File: src/rtl/mastermind_solver.sv
// Mastermind codebreaker. Presents 12-bit guesses (4 digits x 3 bits, digit1 in [2:0]),
// records red/white feedback in a small history and searches upward for the lowest
// code that would have produced every recorded score.
module mastermind_solver #(
    parameter int          MAX_GUESSES = 8,
    parameter logic [11:0] FIRST_GUESS = 12'o0011
) (
    input  logic        clk,
    input  logic        resetn,
    input  logic        start,
    output logic [11:0] guess,
    output logic        guess_valid,
    input  logic        guess_ack,
    input  logic        fb_valid,
    input  logic [2:0]  fb_red,
    input  logic [2:0]  fb_white,
    output logic        busy,
    output logic        solved,
    output logic        failed,
    output logic [3:0]  guess_count
);

    typedef enum logic [2:0] {
        S_IDLE,
        S_PRESENT,
        S_WAIT_FB,
        S_SEARCH,
        S_DONE
    } state_t;

    // History depth is fixed at 16 so a 4-bit index always addresses it cleanly;
    // entries at or above MAX_GUESSES are never written.
    localparam int HIST_DEPTH = 16;

    state_t      state_reg;
    logic [11:0] guess_reg;
    logic [11:0] cand_reg;
    logic [3:0]  h_reg;
    logic [3:0]  count_reg;
    logic        guess_valid_reg;
    logic        busy_reg;
    logic        solved_reg;
    logic        failed_reg;

    // Each entry packs {guess[11:0], red[2:0], white[2:0]}.
    logic [17:0] hist_entry [HIST_DEPTH];

    logic        start_accept;
    logic        hist_we;
    logic [3:0]  wr_idx;
    logic [17:0] hist_sel;
    logic [5:0]  cand_score;
    logic        cand_match;
    logic [3:0]  fb_sum;
    logic        fb_impossible;

    // Red = exact position matches; white = shared colours (multiset) minus red.
    function automatic logic [5:0] score(input logic [11:0] a, input logic [11:0] b);
        logic [2:0] red;
        logic [2:0] common;
        logic [2:0] cnt_a;
        logic [2:0] cnt_b;
        red    = '0;
        common = '0;
        for (int i = 0; i < 4; i++) begin
            if (a[3*i +: 3] == b[3*i +: 3]) begin
                red = red + 3'd1;
            end
        end
        for (int c = 0; c < 8; c++) begin
            cnt_a = '0;
            cnt_b = '0;
            for (int i = 0; i < 4; i++) begin
                if (a[3*i +: 3] == 3'(c)) cnt_a = cnt_a + 3'd1;
                if (b[3*i +: 3] == 3'(c)) cnt_b = cnt_b + 3'd1;
            end
            common = common + ((cnt_a < cnt_b) ? cnt_a : cnt_b);
        end
        return {red, common - red};
    endfunction

    // Control strobes and the candidate check against the history entry under test.
    always_comb begin
        start_accept  = start && ((state_reg == S_IDLE) || (state_reg == S_DONE));
        hist_we       = (state_reg == S_WAIT_FB) && fb_valid;
        wr_idx        = count_reg - 4'd1;
        hist_sel      = hist_entry[h_reg];
        cand_score    = score(cand_reg, hist_sel[17:6]);
        cand_match    = (cand_score == hist_sel[5:0]);
        fb_sum        = {1'b0, fb_red} + {1'b0, fb_white};
        fb_impossible = (fb_sum > 4'd4) || ((fb_red == 3'd3) && (fb_white == 3'd1));
    end

    // History storage: one register per entry, cleared on reset and at game start.
    generate
        for (genvar gi = 0; gi < HIST_DEPTH; gi++) begin : g_hist
            // Capture the scored guess into its slot when feedback arrives.
            always_ff @(posedge clk) begin
                if (!resetn || start_accept) begin
                    hist_entry[gi] <= '0;
                end else if (hist_we && (wr_idx == 4'(gi))) begin
                    hist_entry[gi] <= {guess_reg, fb_red, fb_white};
                end
            end
        end
    endgenerate

    // Main game FSM with registered outputs.
    always_ff @(posedge clk) begin
        if (!resetn) begin
            state_reg       <= S_IDLE;
            guess_reg       <= '0;
            cand_reg        <= '0;
            h_reg           <= '0;
            count_reg       <= '0;
            guess_valid_reg <= 1'b0;
            busy_reg        <= 1'b0;
            solved_reg      <= 1'b0;
            failed_reg      <= 1'b0;
        end else begin
            case (state_reg)
                S_IDLE, S_DONE: begin
                    if (start_accept) begin
                        guess_reg       <= FIRST_GUESS;
                        cand_reg        <= FIRST_GUESS;
                        h_reg           <= '0;
                        count_reg       <= '0;
                        solved_reg      <= 1'b0;
                        failed_reg      <= 1'b0;
                        guess_valid_reg <= 1'b1;
                        busy_reg        <= 1'b1;
                        state_reg       <= S_PRESENT;
                    end
                end
                S_PRESENT: begin
                    if (guess_ack) begin
                        count_reg       <= count_reg + 4'd1;
                        guess_valid_reg <= 1'b0;
                        state_reg       <= S_WAIT_FB;
                    end
                end
                S_WAIT_FB: begin
                    if (fb_valid) begin
                        if (fb_red == 3'd4) begin
                            solved_reg <= 1'b1;
                            busy_reg   <= 1'b0;
                            state_reg  <= S_DONE;
                        end else if (fb_impossible || (count_reg == 4'(MAX_GUESSES))) begin
                            failed_reg <= 1'b1;
                            busy_reg   <= 1'b0;
                            state_reg  <= S_DONE;
                        end else begin
                            // Every code up to the current guess is already ruled out.
                            cand_reg  <= guess_reg + 12'd1;
                            h_reg     <= '0;
                            state_reg <= S_SEARCH;
                        end
                    end
                end
                S_SEARCH: begin
                    if (!cand_match) begin
                        if (cand_reg == 12'o7777) begin
                            failed_reg <= 1'b1;
                            busy_reg   <= 1'b0;
                            state_reg  <= S_DONE;
                        end else begin
                            cand_reg <= cand_reg + 12'd1;
                            h_reg    <= '0;
                        end
                    end else if (h_reg == (count_reg - 4'd1)) begin
                        guess_reg       <= cand_reg;
                        guess_valid_reg <= 1'b1;
                        state_reg       <= S_PRESENT;
                    end else begin
                        h_reg <= h_reg + 4'd1;
                    end
                end
                default: begin
                    state_reg <= S_IDLE;
                end
            endcase
        end
    end

    assign guess       = guess_reg;
    assign guess_valid = guess_valid_reg;
    assign busy        = busy_reg;
    assign solved      = solved_reg;
    assign failed      = failed_reg;
    assign guess_count = count_reg;

endmodule

File: config.mk
export PLATFORM = sky130hd
export DESIGN_NAME = mastermind_solver
export DESIGN_NICKNAME = d
export VERILOG_FILES = /design/src/rtl/mastermind_solver.sv
export SDC_FILE = /design/constraint.sdc
export NUM_CORES = 1
export LEC_CHECK = 0
export BUFFER_PORTS_ARGS = -buffer_cell sky130_fd_sc_hd__buf_2
export CORE_AREA = 2 2 211 213
export DETAILED_ROUTE_END_ITERATION = 12
export DIE_AREA = 0 0 213 215
export GPL_TIMING_DRIVEN = 0
export PLACE_DENSITY = 0.63
export SYNTH_ARGS = -nofsm -noshare
export SYNTH_HDL_FRONTEND = slang
export SYNTH_SLANG_ARGS = --single-unit
File: constraint.sdc
create_clock -name clk -period 10.55 [get_ports clk]
set_input_delay 0.5275 -clock clk [delete_from_list [all_inputs] [get_ports clk]]
set_output_delay 0.5275 -clock clk [all_outputs]
set_load 0.05 [all_outputs]
Yosys cells after proc, flatten, opt, wreduce, memory -nomap -nowiden
Memories as Yosys holds them, arrays and structs flattened. A register that Yosys moved wholly into a read port is not among the register bits.
Cells that the tools add are included.
{"block": "word_totals", "in_bits": 11, "regBits": 39, "mem_bits_rw": 288, "output_inout_bits": 20, "n_memories": 1, "word_cells": 446}
{"memory": "hist_entry", "depth": 16, "word_bits": 18, "read_ports": 1, "rd_clocked_by_memory_dff": 1, "write_ports": 16, "line_no": "46", "rtl": "logic [17:0] hist_entry [HIST_DEPTH];"}
{"block": "classes", "reduce_logical": 49, "magnitude_cmp": 9, "eq_ne": 103, "bitwise": 16, "mux": 194, "n_addsub": 65}
{"op": "$mux W18", "count": 16}
{"op": "$mux W3", "count": 67}
{"op": "$add A3 B1 Y3 const B", "count": 51}
{"op": "$eq A3 B3 Y1 const B", "count": 34}
{"op": "$mux W12", "count": 8}
{"op": "$mux W1", "count": 84}
{"op": "$eq A3 B2 Y1 const B", "count": 19}
{"op": "$mux W4", "count": 10}
{"op": "$eq A4 B4 Y1 const B", "count": 9}
{"op": "$pmux W12 S3", "count": 1}
{"op": "$eq A3 B1 Y1 const B", "count": 10}
{"op": "$logic_not A3 Y1", "count": 9}
{"op": "$add A12 B1 Y12 const B", "count": 2}
{"op": "$lt A3 B3 Y1", "count": 8}
{"op": "$pmux W12 S2", "count": 1}
{"op": "$add A3 B3 Y3", "count": 7}
{"op": "$reduce_and A7 Y1", "count": 3}
{"op": "$ne A2 B2 Y1 const B", "count": 10}
{"op": "$logic_and A1 B1 Y1", "count": 19}
{"op": "$eq A4 B3 Y1 const B", "count": 4}
{"op": "$or A1 B1 Y1", "count": 16}
{"op": "$eq A12 B12 Y1 const B", "count": 1}
{"op": "$eq A3 B3 Y1", "count": 4}
{"op": "$ne A3 B3 Y1 const B", "count": 4}
{"op": "26 further kinds", "count": 39}

Depth between registers and ports, before layout
Gate-level depths: netlist of run 1.
{"block": "logic_depth", "ltp_word": 23, "depth_mapped": 40, "depth_no_buf": 33}

Worst setup path after synthesis of run 1
Ideal clock, no wire load.
{"block": "synth_path", "kind": "reg2reg", "from": "register (tool-made name)", "to": "register (tool-made name)", "slack_ns": 1.865, "path_stages_with_launch": 35, "arrival_ns": 8.625, "setup_ns": 0.060, "t_required_ns": 10.490, "path_cell_list": "dfxtp_1 buf_6 buf_2 buf_2 buf_4 buf_2 mux4_2 mux4_2 nor2b_1 and2_1 ha_1 xor2_1 ha_1 mux2i_1 ha_1 o21ai_0 a21oi_1 nor2_1 mux2_2 fa_1 fa_1 inv_1 fa_1 ha_1 xor2_1 xnor2_1 xnor2_1 xnor2_1 xnor2_1 or3_1 mux2i_1 o211a_1 a211oi_4 a2111oi_1 a31o_1"}

==> results.toml, run 1 <==
[global_routing]
grt-ovfl-total = 0
grt_pass1_vias = 13570
grt_pass1_wl_mm = 81.26
antenna_found_initial = 0
grt_max_degree = 15
grt_use_total_pct = 23.95

[synth]
ys_ff_latch = 331
ys_seq_area_share_pct = 48.89
ys_types = 67
async_reset_ff_share_pct = 0
syn_nets = 1779
synth_edf_count = 288
synth_area_um2 = 19450
syn_area_per_cell_um2 = 11.65
ys.flop_type = "edfxtp_1"
ys.warnings.count = 0
synth_cells = 1669

[run_status]
status = "finished, final reports clean"

[clock_tree]
h-tree-depth = 2
clock_latency_ns = 0.54
numCtsBuffers = 37
cts-root-buf = "clkbuf_16"
hold_buffers = 0
cts_tree = "yes"
clk_pin_slew_ns = 0.06
clock_sinks = 331
cts_buffer_depth = 3

[critical_path]
reg2reg_depth = 34
startpoint_type = "flip-flop"
path_class = "reg -> reg"
end_kind = "flip-flop"
cp_common_cell = "ha_1"
crit_arrival_ns = 10.29
worst_path_largest_cell_delay_ns = 0.67
cpMaxStageDelayCell = "mux4_2"
required_ns = 11.01
cp_max_fo = 17

[timing]
fin_skew_ns = 0.01646
period_share_pct = 93.25
rsz0062_at_grt = "false"
relSlewSlack_pct = 33.98
tightest_slew_ns = 0.9903
finalCriticalPeriod_ns = 9.838
finalSetupViolations = 0
fmax_mhz = 101.6
hold_viol = 0
maxSlewViolCount = 0

[cells_and_area]
postLayoutCellArea_um2 = 21810
fin_nets = 1861
fin_cells = 2366
nFillCells = 3808
drive_gt1_share_pct = 13.87
antenna_cells = 0
area_growth_pct = 12.15
largest_register_ff_count = 288

[power]
power.leakage_nw = 8.278
power_mw = 4.537
p_per_area_nw_per_um2 = 208.0
ir_worst_vdd_mv = 0.2290

[floorplan]
core_um2 = 43640
die_w_um = 213
die_area_um2 = 45800
die_h_um = 215
start_util_pct = 44.57
num_rows = 77
io_pins = 31

[routing]
firstDrtPassIters = 6
wl_mm = 53.26
num_vias = 13380
wl_per_cell_um = 22.51
drtAntennaViolNets = 0
drtIter0Drc = 1248
vias_per_cell = 5.656
drc_errors = 0

[placed_design]
placed_cell_area_um2 = 20650
portBuffers = 30
dp_cells = 2307
hpwl_mm = 39.25
gp_congestion = 0.8867

[min_path]
hold_class = "in -> reg"
worstHoldPathCells = 2

[flow_run]
cap_violations = 0
-- per-stage QoR --
step / utilization (%) / hold WS [ns] / setup slack, ns / setup TNS [ns]
after floorplan: - / 0.4916 / 1.865 / 0
after global placement: 46.61 / 0.4627 / -0.02554 / -0.06241
after detailed placement: 47.32 / 0.4710 / -0.1591 / -2.963
after CTS: 49.96 / 0.2814 / 0.1295 / 0
after global routing: 49.98 / 0.3060 / 0.1019 / 0
final: 49.98 / 0.3080 / 0.7121 / 0
-- path summary, 6_finish.rpt --
kind | startpoint | end | slack, ns
worst max register to register | flip-flop | cand_reg[5] | 0.71
worst min register to register | failed | failed | 0.48
worst min-delay path | resetn | guess_valid | 0.31
worst max-delay path | flip-flop | cand_reg[5] | 0.71
-- per-layer routing --
metal | vias up | share of wire, % | global-route usage (%)
met4 | 0 | 3.3 | 8.531
met5 | - | 0 | 0
met2 | 491 | 48 | 39.01
li1 | 6122 | - | -
met1 | 6674 | 42 | 33.15
met3 | 95 | 6.9 | 2.703
-- logic make-up (layout without fill, tap and decap cells) --
family                   count (synthesis)  after routing  share of synthesized area, %
AO/OA/AOI/OAI                          165            165                         5.288
XOR/XNOR                               102            102                         4.702
adder cells (fa/ha/maj)                 99             99                         6.755
buffers and inverters                  209            314                         4.432
flip-flops                             331            331                         48.89
multiplexers                           147            147                         12.98
AND/OR/NAND/NOR                        616            616                         16.96
-- where the power goes --
group	internal (mW)	total [mW]	switching (mW)
combinational	0.721	1.72	0.999
clock	0.719	1.25	0.530
sequential	1.53	1.57	0.0340
-- cell type report --
cell class,count,area (um2),area share (%)
plain buffers,111,506.7,2.323
clock buffers,41,940.9,4.313
clock inverters,21,205.2,0.9407
inverters,95,356.6,1.635
multi-input cells,1129,9151,41.95
flip-flops and latches,331,9509,43.59
well taps,592,740.7,3.396
repair buffers,46,402.9,1.847
-- Yosys cell counts (5+ instances only) --
library cell | instances | share of area (%)
dfxtp_1 | 43 | 4.4
nand2_1 | 78 | 1.5
clkbuf_1 | 88 | 1.7
o21ai_0 | 57 | 1.5
inv_1 | 91 | 1.8
xor2_1 | 41 | 1.8
mux2i_1 | 46 | 2.4
nor3_1 | 85 | 2.2
nor2b_1 | 10 | 0.32
buf_6 | 7 | 0.41
nor3b_1 | 8 | 0.31
fa_1 | 10 | 1.0
and2_1 | 238 | 7.7
nor2_1 | 96 | 1.9
a21oi_1 | 46 | 1.2
or3_1 | 10 | 0.32
edfxtp_1 | 288 | 44
xnor2_1 | 59 | 2.7
o31ai_1 | 8 | 0.31
mux4_2 | 81 | 9.4
nand4_1 | 9 | 0.29
nand3_1 | 45 | 1.2
buf_2 | 14 | 0.36
nand2b_1 | 6 | 0.19
nand3b_1 | 7 | 0.27
mux2_2 | 18 | 1.0
a21o_1 | 5 | 0.19
ha_1 | 89 | 5.7
o211ai_1 | 5 | 0.19
a31oi_1 | 6 | 0.19
and3_1 | 15 | 0.48
-- cells in the final DEF (no fill, tap or decap), types with 45 or more instances in the layout --
cell and n:
edfxtp_1 288, and2_1 238, nor2_1 96, inv_1 91, clkbuf_1 90, ha_1 89, nor3_1 84, mux4_2 81
nand2_1 78, xnor2_1 58, mux2i_1 46, a21oi_1 46, nand3_1 45
-- worst max-delay path, delay by kind of cell (launching register included) --
kind / cells / cell delay [ns]
adders and majority gates: 7 / 2.54
muxes: 5 / 2.18
buffers and inverters: 6 / 1.67
AOI/OAI and AO/OA: 5 / 0.73
and+or+nand+nor: 5 / 1.16
xor gates and xnor gates: 6 / 1.13
DFF: 1 / 0.32
-- timing repair --
item | 4_1_cts | 5_1_grt
gates resized for setup | 3 | 9
setup buffers | 0 | 0
endpoints found under the setup margin | 32 | 34
(Power assumes the default switching activity.)
==> run 2: changes to the inputs <==
==> constraint.sdc (replaced) <==
create_clock -name clk -period 9.6 [get_ports clk]
set_input_delay 0.48 -clock clk [delete_from_list [all_inputs] [get_ports clk]]
set_output_delay 0.48 -clock clk [all_outputs]
set_load 0.05 [all_outputs]
==> run 2 against run 1 <==
Effect of this change: die area unchanged; final area up 0.40%; highest routed layer unchanged; largest power group unchanged; cell count about the same; utilization up 0.20 points; largest cell class unchanged; critical path depth down 1; first-iteration DRC count down 4.0%; hold slack worse by 0.047 ns; register-to-register slack worse by 0.20 ns.
==> results.toml, run 2 (synthesis gave the netlist of run 1 again) <==
[run_status]
status = "finished, final reports clean"

[power]
ir_worst_vdd_mv = 0.2590
power.leakage_nw = 8.288
p_per_area_nw_per_um2 = 230.5
p_comb_share_pct = 38.6
power_mw = 5.047
seqPwrFrac_pct = 34.2
swShare_pct = 34.52
clkPwrFrac_pct = 27.2
p_int_mw = 3.305
p_sw_mw = 1.742

[placed_design]
gp_congestion = 0.8867
placed_cell_area_um2 = 20650
dp_cells = 2307
hpwl_mm = 39.25
portBuffers = 30

[routing]
firstDrtPassIters = 5
drtIter0Drc = 1198
num_vias = 13450
wl_met1_mm = 22.96
met3_length_mm = 3.011
highest_layer = "met4"
dr_wl_met2_mm = 25.39
wl_per_cell_um = 22.45
vias_per_cell = 5.685
drc_errors = 0
drtAntennaViolNets = 0
wl_mm = 53.09

[timing]
period_share_pct = 94.70
finalSetupViolations = 0
tightest_slew_ns = 0.9391
fin_skew_ns = 0.01889
finalCriticalPeriod_ns = 9.092
hold_viol = 0
fmax_mhz = 110.0
maxSlewViolCount = 0
whs_ns = 0.2610
relSlewSlack_pct = 36.73
rsz0062_at_grt = "false"

[cells_and_area]
drive_gt1_share_pct = 14.22
nFillCells = 3792
mostFrequentLayoutCell = "edfxtp_1"
area_growth_pct = 12.60
fin_cells = 2365
largest_register_ff_count = 288
mostFrequentLayoutCells = "edfxtp_1 (288), and2_1 (238), nor2_1 (96)"
postLayoutCellArea_um2 = 21900
fin_nets = 1859

[critical_path]
startpoint_type = "flip-flop"
crit_arrival_ns = 9.51
worst_path_largest_cell_delay_ns = 0.64
cpMaxStageDelayCell = "mux4_2"
end_kind = "flip-flop"
required_ns = 10.02
cp_max_fo = 19
path_class = "reg -> reg"
cp_common_cell = "ha_1"

[clock_tree]
hold_buffers = 0
cts_tree = "yes"
h-tree-depth = 2
clock_sinks = 331
numCtsBuffers = 37
clock_latency_ns = 0.55
cts-root-buf = "clkbuf_16"
clk_pin_slew_ns = 0.06
cts_buffer_depth = 3

[global_routing]
grt-ovfl-total = 0
antenna_found_initial = 0
grt_pass1_wl_mm = 80.95
grt_pass1_vias = 13560
grt_use_total_pct = 23.81
grt_max_degree = 20

[min_path]
hold_class = "in -> reg"

[floorplan]
die_area_um2 = 45800
io_pins = 31
die_h_um = 215
core_um2 = 43640
num_rows = 77
die_w_um = 213
start_util_pct = 44.57

[flow_run]
cap_violations = 0
==> run 2: cell types whose count changed in the layout (fill, tap and decap cells not counted), moves of 2 or more <==
cell       before  now
a2111oi_1       2    0
a2111oi_2       0    2
buf_12          0    2
buf_2          39   36
buf_4           4    1
buf_8          15   18
mux2i_1        46   44
==> run 2: power groups by stage <==
| stage | clock network (mW) | logic, mW | registers, mW |
|---|---|---|---|
| floorplan | 0 | 1.27 | 1.76 |
| global placement | 0 | 1.73 | 1.76 |
| detailed placement | 0 | 1.81 | 1.75 |
| CTS | 1.39 | 1.90 | 1.72 |
| global route | 1.44 | 2.13 | 1.73 |
| finish | 1.37 | 1.95 | 1.72 |
==> run 2: per-stage QoR <==
| step | TNS [ns] | util [%] | setup slack [ns] |
|---|---|---|---|
| floorplan | 0 | - | 0.9147 |
| global placement | -31.86 | 46.61 | -0.9755 |
| detailed placement | -37.56 | 47.32 | -1.109 |
| CTS | 0 | 50.02 | 0.01520 |
| global route | 0 | 50.17 | 0.02533 |
| finish | 0 | 50.18 | 0.5083 |
==> run 2: worst max-delay path: cells and delay by family, from the launching register on <==
family,cells,cell delay (ns)
adder cells (fa/ha/maj),7,2.55
multiplexers,6,2.08
XOR/XNOR,6,1.11
buffers and inverters,5,1.01
AND/OR/NAND/NOR,5,1.00
AO/OA/AOI/OAI,4,0.78
flip-flops,1,0.39
==> run 2: worst paths after layout <==
path                     to  startpoint  cells after the start  slack [ns]
setup reg to reg  flip-flop   flip-flop                     33        0.51
hold reg to reg      failed      failed                      2        0.48
hold / removal         busy      resetn                      2        0.26
setup / recovery  flip-flop   flip-flop                     33        0.51
==> run 2: what timing repair did <==
item | in CTS | in global routing
pin swaps | 0 | 2
endpoints found under the setup margin | 38 | 37
resized for setup | 13 | 23
setup buffers | 0 | 1
==> run 2: final cells by class <==
cell class                 count  area [um2]  area share (%)
antenna                        1       2.502         0.01143
buffer                       108       545.5           2.491
clock buffer                  41       940.9           4.296
clock inverter                21       205.2          0.9370
inverter                      95       356.6           1.628
multi-input combinational   1129        9189           41.96
sequential                   331        9509           43.42
tap                          592       740.7           3.382
timing repair buffer          47       410.4           1.874
==> run 2: routing by layer <==
layer	vias up	GRT usage, %
met3	89	2.499
met4	0	8.415
li1	6128	-
met1	6766	33.07
met5	-	0
met2	462	38.84
==> run 3: changes to the inputs <==
--- a/config.mk
+++ b/config.mk
@@ -10,7 +10,7 @@
 export DETAILED_ROUTE_END_ITERATION = 12
 export DIE_AREA = 0 0 213 215
 export GPL_TIMING_DRIVEN = 0
-export PLACE_DENSITY = 0.63
+export PLACE_DENSITY = 0.65
 export SYNTH_ARGS = -nofsm -noshare
 export SYNTH_HDL_FRONTEND = slang
 export SYNTH_SLANG_ARGS = --single-unit
==> constraint.sdc (replaced) <==
create_clock -name clk -period 8 [get_ports clk]
set_input_delay 0.4 -clock clk [delete_from_list [all_inputs] [get_ports clk]]
set_output_delay 0.4 -clock clk [all_outputs]
set_load 0.05 [all_outputs]
==> run 3 against run 2 <==
Effect of this change: global-route usage grew 1.0 points; register-to-register slack worse by 1.2 ns; power up 34%; the run now ends with negative setup slack left; clock skew grew 0.011 ns; non-clock buffer count grew 60; critical path depth rose by 2; via count is 2.4% higher; cell count grew 2.6%; hold slack got worse by 0.078 ns; sequential share of layout area fell by 2.6 points; first-iteration DRC count increased by 12%.
==> results.toml, run 3 (synthesis gave the netlist of run 1 again) <==
[run_status]
status = "complete, but fails checks"
violations = "negative setup slack"

[power]
clkPwrFrac_pct = 26.1
ir_worst_vdd_mv = 0.4086
p_per_area_nw_per_um2 = 290.1
p_sw_mw = 2.350
power.leakage_nw = 8.847
seqPwrFrac_pct = 30.7
p_int_mw = 4.404
swShare_pct = 34.79
power_mw = 6.754
p_comb_share_pct = 43.2

[placed_design]
portBuffers = 30
gp_congestion = 0.8888
dp_slack_ns = -2.045
placed_cell_area_um2 = 20790
hpwl_mm = 39.47
dp_cells = 2307

[timing]
fmax_mhz = 115.2
finalWorstSetupSlack_ns = -0.6838
rsz0062_at_grt = "true"
finalSetupViolations = 38
hold_viol = 0
relSlewSlack_pct = 36.17
whs_ns = 0.1832
period_share_pct = 108.5
tightest_slew_ns = 0.9475
finalCriticalPeriod_ns = 8.684
fin_tns_setup_ns = -22.70
fin_skew_ns = 0.02992
maxSlewViolCount = 0

[global_routing]
grt_max_degree = 15
grt_use_total_pct = 24.82
grt-ovfl-total = 0
grt_pass1_wl_mm = 84.19
antenna_found_initial = 0
grt_pass1_vias = 14000

[routing]
drtAntennaViolNets = 0
vias_per_cell = 5.672
highest_layer = "met4"
wl_met1_mm = 23.12
num_vias = 13760
drc_errors = 0
wl_mm = 56.08
met3_length_mm = 3.510
firstDrtPassIters = 5
dr_wl_met2_mm = 27.27
drtIter0Drc = 1341
wl_per_cell_um = 23.11

[floorplan]
io_pins = 31
die_area_um2 = 45800
die_h_um = 215
core_um2 = 43640
num_rows = 77
die_w_um = 213
start_util_pct = 44.57

[critical_path]
cpMaxStageDelayCell = "mux4_2"
end_kind = "flip-flop"
path_class = "reg -> reg"
startpoint_type = "flip-flop"
cp_max_fo = 8
worst_path_largest_cell_delay_ns = 0.67
crit_arrival_ns = 9.11
required_ns = 8.43

[clock_tree]
hold_buffers = 0
cts_buffer_depth = 3
cts_tree = "yes"
cts-root-buf = "clkbuf_16"
clock_sinks = 331
clk_pin_slew_ns = 0.06
h-tree-depth = 2
clock_latency_ns = 0.56
numCtsBuffers = 36

[cells_and_area]
area_growth_pct = 19.71
mostFrequentLayoutCell = "edfxtp_1"
antenna_cells = 0
postLayoutCellArea_um2 = 23280
mostFrequentLayoutCells = "edfxtp_1 (288), and2_1 (233), clkbuf_1 (89)"
largest_register_ff_count = 288
fin_util_pct = 53.35
drive_gt1_share_pct = 23.06
fin_cells = 2426
fin_nets = 1918
nFillCells = 3654

[min_path]
hold_class = "in -> reg"

[flow_run]
cap_violations = 0
run 3: power by group through the flow:
stage	Combinational, mW	Sequential (mW)	Clock [mW]
2_1_floorplan	1.58	2.11	0
3_3_place_gp	2.16	2.11	0
3_5_place_dp	2.25	2.11	0
4_1_cts	2.63	2.07	1.78
5_1_grt	3.06	2.08	1.84
6_report	2.92	2.07	1.77
run 3: final cells by class:
| class | count | area [um2] | area share [%] |
|---|---|---|---|
| timing repair buffer | 103 | 927.1 | 3.982 |
| sequential | 331 | 9514 | 40.86 |
| tap | 592 | 740.7 | 3.181 |
| buffer | 112 | 719.4 | 3.090 |
| multi-input combinational | 1129 | 9792 | 42.05 |
| clock inverter | 23 | 292.8 | 1.257 |
| clock buffer | 41 | 940.9 | 4.041 |
| inverter | 95 | 356.6 | 1.532 |
run 3: repair_timing:
item	in CTS	in global routing
gates cloned	3	1
gates resized for setup	125	80
setup buffers	42	12
pin swaps	42	45
endpoints found under the setup margin	38	38
run 3: path summary, 6_finish.rpt:
check	end	slack, ns	startpoint	cells after the start
setup / recovery	h_reg[1]	-0.68	flip-flop	35
hold / removal	guess_valid	0.18	resetn	2
setup reg to reg	h_reg[1]	-0.68	flip-flop	35
hold reg to reg	solved	0.47	solved	2
run 3: layer usage:
metal	vias up	track usage, %
met5	-	0
met4	0	9.907
met3	117	3.142
met2	513	40.69
met1	6900	33.48
li1	6231	-
run 3: critical path, delay by kind of cell (launching register included):
kind                     cells  cell delay, ns
AO/OA/AOI/OAI                6            0.83
buffers and inverters        7            0.83
adder cells (fa/ha/maj)      7            2.64
AND/OR/NAND/NOR              4            0.76
flip-flops                   1            0.38
multiplexers                 5            1.91
XOR/XNOR                     6            1.20
